`src/rtl/sum_display_scan.sv`:
```
// Converts a 5-bit adder result to two BCD digits and scans them
// onto a two-digit multiplexed 7-segment display.
module sum_display_scan #(
  parameter int REFRESH_DIV = 50000,
  parameter bit BLANK_LZ    = 1'b1
) (
  input  logic       clk,
  input  logic       rst_n,
  input  logic       load,
  input  logic       cout4,
  input  logic [3:0] s,
  output logic [3:0] bcd,
  output logic [1:0] an,
  output logic       busy,
  output logic       done
);

  localparam int CW = $clog2(REFRESH_DIV);
  localparam logic [CW-1:0] LAST = CW'(REFRESH_DIV - 1);

  localparam logic [1:0] IDLE   = 2'd0;
  localparam logic [1:0] CONV   = 2'd1;
  localparam logic [1:0] COMMIT = 2'd2;

  logic [1:0]    state;
  logic [2:0]    cnt;
  logic [4:0]    bin;
  logic [7:0]    scr;
  logic [3:0]    tens;
  logic [3:0]    units;
  logic [CW-1:0] rcnt;
  logic          sel;
  logic          armed;
  logic [7:0]    adj;
  logic [12:0]   shifted;

  // one double-dabble step over {tens, units, remaining binary}
  always_comb begin
    adj = scr;
    if (scr[3:0] >= 4'd5) adj[3:0] = scr[3:0] + 4'd3;
    if (scr[7:4] >= 4'd5) adj[7:4] = scr[7:4] + 4'd3;
    shifted = {adj, bin} << 1;
  end

  // armed stays low on the release edge so no load is taken there
  always_ff @(posedge clk or negedge rst_n) begin
    if (!rst_n) begin
      state <= IDLE;
      cnt   <= 3'd0;
      bin   <= 5'd0;
      scr   <= 8'd0;
      tens  <= 4'd0;
      units <= 4'd0;
      done  <= 1'b0;
      armed <= 1'b0;
    end else begin
      armed <= 1'b1;
      done  <= 1'b0;
      case (state)
        IDLE: begin
          if (load && armed) begin
            bin   <= {cout4, s};
            scr   <= 8'd0;
            cnt   <= 3'd0;
            state <= CONV;
          end
        end
        CONV: begin
          scr <= shifted[12:5];
          bin <= shifted[4:0];
          cnt <= cnt + 3'd1;
          if (cnt == 3'd4) state <= COMMIT;
        end
        COMMIT: begin
          tens  <= scr[7:4];
          units <= scr[3:0];
          done  <= 1'b1;
          state <= IDLE;
        end
        default: state <= IDLE;
      endcase
    end
  end

  always_ff @(posedge clk or negedge rst_n) begin
    if (!rst_n) begin
      rcnt <= '0;
      sel  <= 1'b0;
    end else if (rcnt == LAST) begin
      rcnt <= '0;
      sel  <= ~sel;
    end else begin
      rcnt <= rcnt + 1'b1;
    end
  end

  assign busy = (state != IDLE);

  always_comb begin
    bcd = units;
    an  = 2'b10;
    if (sel) begin
      bcd = tens;
      an  = (BLANK_LZ && tens == 4'd0) ? 2'b11 : 2'b01;
    end
  end

endmodule

```
`config.mk`:
```
export PLATFORM = sky130hd
export DESIGN_NAME = sum_display_scan
export DESIGN_NICKNAME = d
export VERILOG_FILES = /design/src/rtl/sum_display_scan.sv
export SDC_FILE = /design/constraint.sdc
export NUM_CORES = 1
export LEC_CHECK = 0
export ABC_AREA = 1
export CAP_MARGIN = 20
export CORE_ASPECT_RATIO = 1.25
export CORE_MARGIN = 3
export CORE_UTILIZATION = 62
export DETAILED_ROUTE_END_ITERATION = 8
export PLACE_DENSITY = 0.87
export SYNTH_ARGS = -nofsm -noshare
export SYNTH_HDL_FRONTEND = slang
export SYNTH_SLANG_ARGS = --single-unit
```
`constraint.sdc`:
```
create_clock -name clk -period 1.8 [get_ports clk]
set_input_delay 0.27 -clock clk [delete_from_list [all_inputs] [get_ports clk]]
set_output_delay 0.27 -clock clk [all_outputs]
set_load 0.02 [all_outputs]
```
==> impl_metrics.csv <==
group,metric,value,unit
timing,fin_crit_sh,0.928,
yosys,yosys.area.top_type,"dfrtp_1",
power_and_ir_drop,totalPowerFinal,3150,uW
cts,root_buffer,"clkbuf_8",
placement,place_congestion,0.876,
worst_setup_path,critical_path.top_delay_family,"buffers and inverters",
timing,max_freq,598,MHz
global_routing,grt_overflow,0,
worst_setup_path,cp-end-kind,"primary output",
timing,skew,4.00,ps
placement,dp.cells,324,
yosys,synth_top_area_share,0.503,
power_and_ir_drop,combPwrFrac,0.354,
worst_setup_path,slowest_delay,390,ps
timing,drv_slew,0,
worst_setup_path,cp.arrival,1400,ps
finish,area_growth,12.6,%
worst_setup_path,critical_path.startpoint_type,"register",
finish,drive_gt1_frac,0.0878,
finish,final_nets,310,
finish,stdcell_count,333,
yosys,seq_area_frac_synth,0.503,
worst_setup_path,path_buf_inv,2,
worst_setup_path,path_cells,"inv_1 > nand2_1 > o21ai_0 > dlygate4sd2_1",
die,initial_core_util,0.671,
global_routing,grt_pass1_wl,7140,microns
flow_run,drv_cap,0,
yosys,synth-simple-area-share,0.251,
cts,h-tree-depth,2,
die,ioPinCount,16,
die,die_h,73.2,microns
run_status,status,"finished, final reports clean",
yosys,syn_inst,272,
yosys,syn_nets,287,
yosys,yosys.area_share.adder,0.0391,
global_routing,grt_util_met1,0.238,
die,coreArea,3340,sq um
cts,cts_buffer_depth,2,
worst_setup_path,crit_required,1530,ps
yosys,synth_compound_area_frac,0.0899,
power_and_ir_drop,p_switching,1220,uW
yosys,yosys-top-cells-area,"dfrtp_1 (50%), nand2_1 (13%), inv_1 (6.2%), nor2_1 (4.5%), o21ai_0 (4.2%)",
detailed_routing,ant_nets,0,
detailed_routing,drc,0,
yosys,synthMuxAreaShare,0,
finish,antenna_cells,0,
worst_setup_path,r2r_cells,5,
cts,post_cts_buffers,0,
global_routing,track_usage,0.214,
yosys,postSynthAreaPerCell,8.23,sq um
global_routing,met2_usage,0.380,
cts,clk_pin_slew_worst_paths,80,ps
die,die_area,4370,sq um
global_routing,first_global_vias,1753,
placement,dp_hpwl,3080,microns
yosys,synth_warnings,0,
power_and_ir_drop,p_int,1930,uW
timing,fin_setup_tns,0,ps
timing,hold_viol,0,
worst_setup_path,r2r-end,"scr[4]$_DFFE_PN0P_",
cts,clock_latency,300,ps
die,die_x,59.8,microns
power_and_ir_drop,leakage,0.00125,uW
die,core.rowCount,23,
power_and_ir_drop,power.share.clock,0.193,
timing,rsz0062_at_grt,"false",
detailed_routing,routed_via_density,5.23,
finish,fill_cells,255,
global_routing,grt_busiest_layer,"met2",
detailed_routing,vias,1740,
cts,cts.sinks,45,
detailed_routing,drt_iter0_drc,89,
hold_path,min_path_type,"in -> async",
power_and_ir_drop,vdd_drop_max,1030,uV
global_routing,grtUsageMet3,0.0407,
cts,cts_tree,"built",
yosys,netlist_area,2240,sq um
yosys,synth.distinct_cells,28,
detailed_routing,post_drt_wl_per_cell,12.0,microns
timing,setup_viol,0,
placement,port_buffers,15,
yosys,synth_xor_area_frac,0.0391,
global_routing,grt_antenna_before_repair,0,
cts,cts_buffers,5,
worst_setup_path,ff2ff_setup_slack,350,ps
yosys,ys_ff_latch,45,
worst_setup_path,crit_type,"reg -> out",
detailed_routing,drtPass1Iterations,4,
detailed_routing,routed_wirelength,4010,microns
power_and_ir_drop,switching_share,0.387,
power_and_ir_drop,pwr-share-seq,0.453,
worst_setup_path,worstReg2RegStart,"state[0]$_DFFE_PN0P_",
worst_setup_path,crit_path_max_fanout,8,
global_routing,grt_max_degree,18,
worst_setup_path,worst_path_max_delay_cell,"dfrtp_1",
timing,period_minus_slack,1670,ps
power_and_ir_drop,cellPowerDensity,1250,nW/um^2
yosys,synth_top_family_by_area,"simple AND/OR/NAND/NOR gates",
state kept, by name, indices dropped and copies added, names as in the netlist, 2 cells and up:
name / flops
rcnt: 16
scr: 8
bin: 5
tens: 4
units: 4
cnt: 3
state: 2
metal layers:
layer	wire, microns	up-vias	part of all wire
met2	2120	32	0.53
met3	123	11	0.031
li1	-	891	-
met1	1660	806	0.41
met5	0	-	0
met4	103	0	0.026
cells by family (layout without fill, tap and decap cells):
group / count (synthesis) / in the layout
AND/OR/NAND/NOR: 131 / 131
other: 1 / 1
buffers and inverters: 42 / 66
AO/OA/AOI/OAI: 36 / 36
flip-flops: 45 / 45
XOR/XNOR: 10 / 10
adder cells (fa/ha/maj): 7 / 7
cells in the mapped netlist:
cell	n
nand3b_1	1
o22ai_1	5
a22oi_1	1
buf_4	1
buf_6	1
nor2_2	3
o21ai_1	6
nor2_1	27
or2_2	1
o21ai_0	19
nand4_1	1
dfrtp_1	45
ha_1	7
o31ai_1	1
a21oi_1	2
nor3_1	2
conb_1	1
nand2_1	77
nand2_2	3
nor2_4	4
xnor2_1	1
buf_2	1
nand3_1	12
xor2_1	9
inv_1	37
o211ai_2	1
inv_2	2
o21bai_1	1
worst register-to-register path, stage by stage, from the launching register on:
cell and delay, ps:
dfrtp_1 420, nand2_2 180, inv_1 210, nor2_1 390, nand2_1 90, o21ai_0 90
power by group through the flow:
stage,clock [uW],combinational [uW],sequential [uW]
after floorplan,0,863,1400
after CTS,624,1130,1420
final,607,1120,1430
after global routing,656,1300,1460
after global placement,0,1100,1430
after detailed placement,0,1140,1440
worst max path at each step:
stage | start | endpoint | slack, ps | cells after the start
2_1_floorplan | tens[0]$_DFFE_PN0P_ | an[1] | 530 | 3
3_3_place_gp | tens[0]$_DFFE_PN0P_ | an[1] | 230 | 4
6_report | sel$_DFFE_PN0N_ | bcd[0] | 130 | 4
5_1_grt | sel$_DFFE_PN0N_ | bcd[0] | 30 | 4
4_1_cts | state[0]$_DFFE_PN0P_ | busy | 30 | 3
3_5_place_dp | sel$_DFFE_PN0N_ | bcd[0] | 150 | 4
cell usage in the layout, fill, tap and decap left out, types with 2 or more instances in the layout:
master	count
clkdlybuf4s50_1	8
buf_4	3
nor2_1	27
dfrtp_1	45
ha_1	7
nand3_1	12
inv_2	2
o21ai_0	19
dlygate4sd2_1	5
inv_1	37
nor2_4	4
xor2_1	9
nor2_2	3
nand2_1	77
o21ai_1	6
nand2_2	3
clkbuf_8	5
clkinv_2	2
a21oi_1	2
o22ai_1	5
nor3_1	2
cell type report:
cell class                 instances  area (sq um)  area share
clock inverter                     3          17.5     0.00694
timing repair buffer              19           174      0.0689
tap                               37          46.3      0.0184
multi-input combinational        185           943       0.374
clock buffer                       5          68.8      0.0273
sequential                        45          1130       0.446
inverter                          39           146      0.0580
stage by stage:
step | utilization | hold WS [ps] | area (sq um) | worst slack (ps)
CTS | 0.755 | 418 | 2520 | 26.7
global placement | 0.728 | 209 | 2430 | 231
detailed placement | 0.728 | 205 | 2430 | 146
floorplan | - | -25.6 | 2240 | 534
global route | 0.756 | 437 | 2520 | 28.1
finish | 0.756 | 414 | 2520 | 129
timing repair:
item,CTS,global route
hold buffers,1,0
resized for setup,5,1
endpoints found under the setup margin,5,1
hold endpoints to repair,15,0
(Power assumes the default switching activity.)
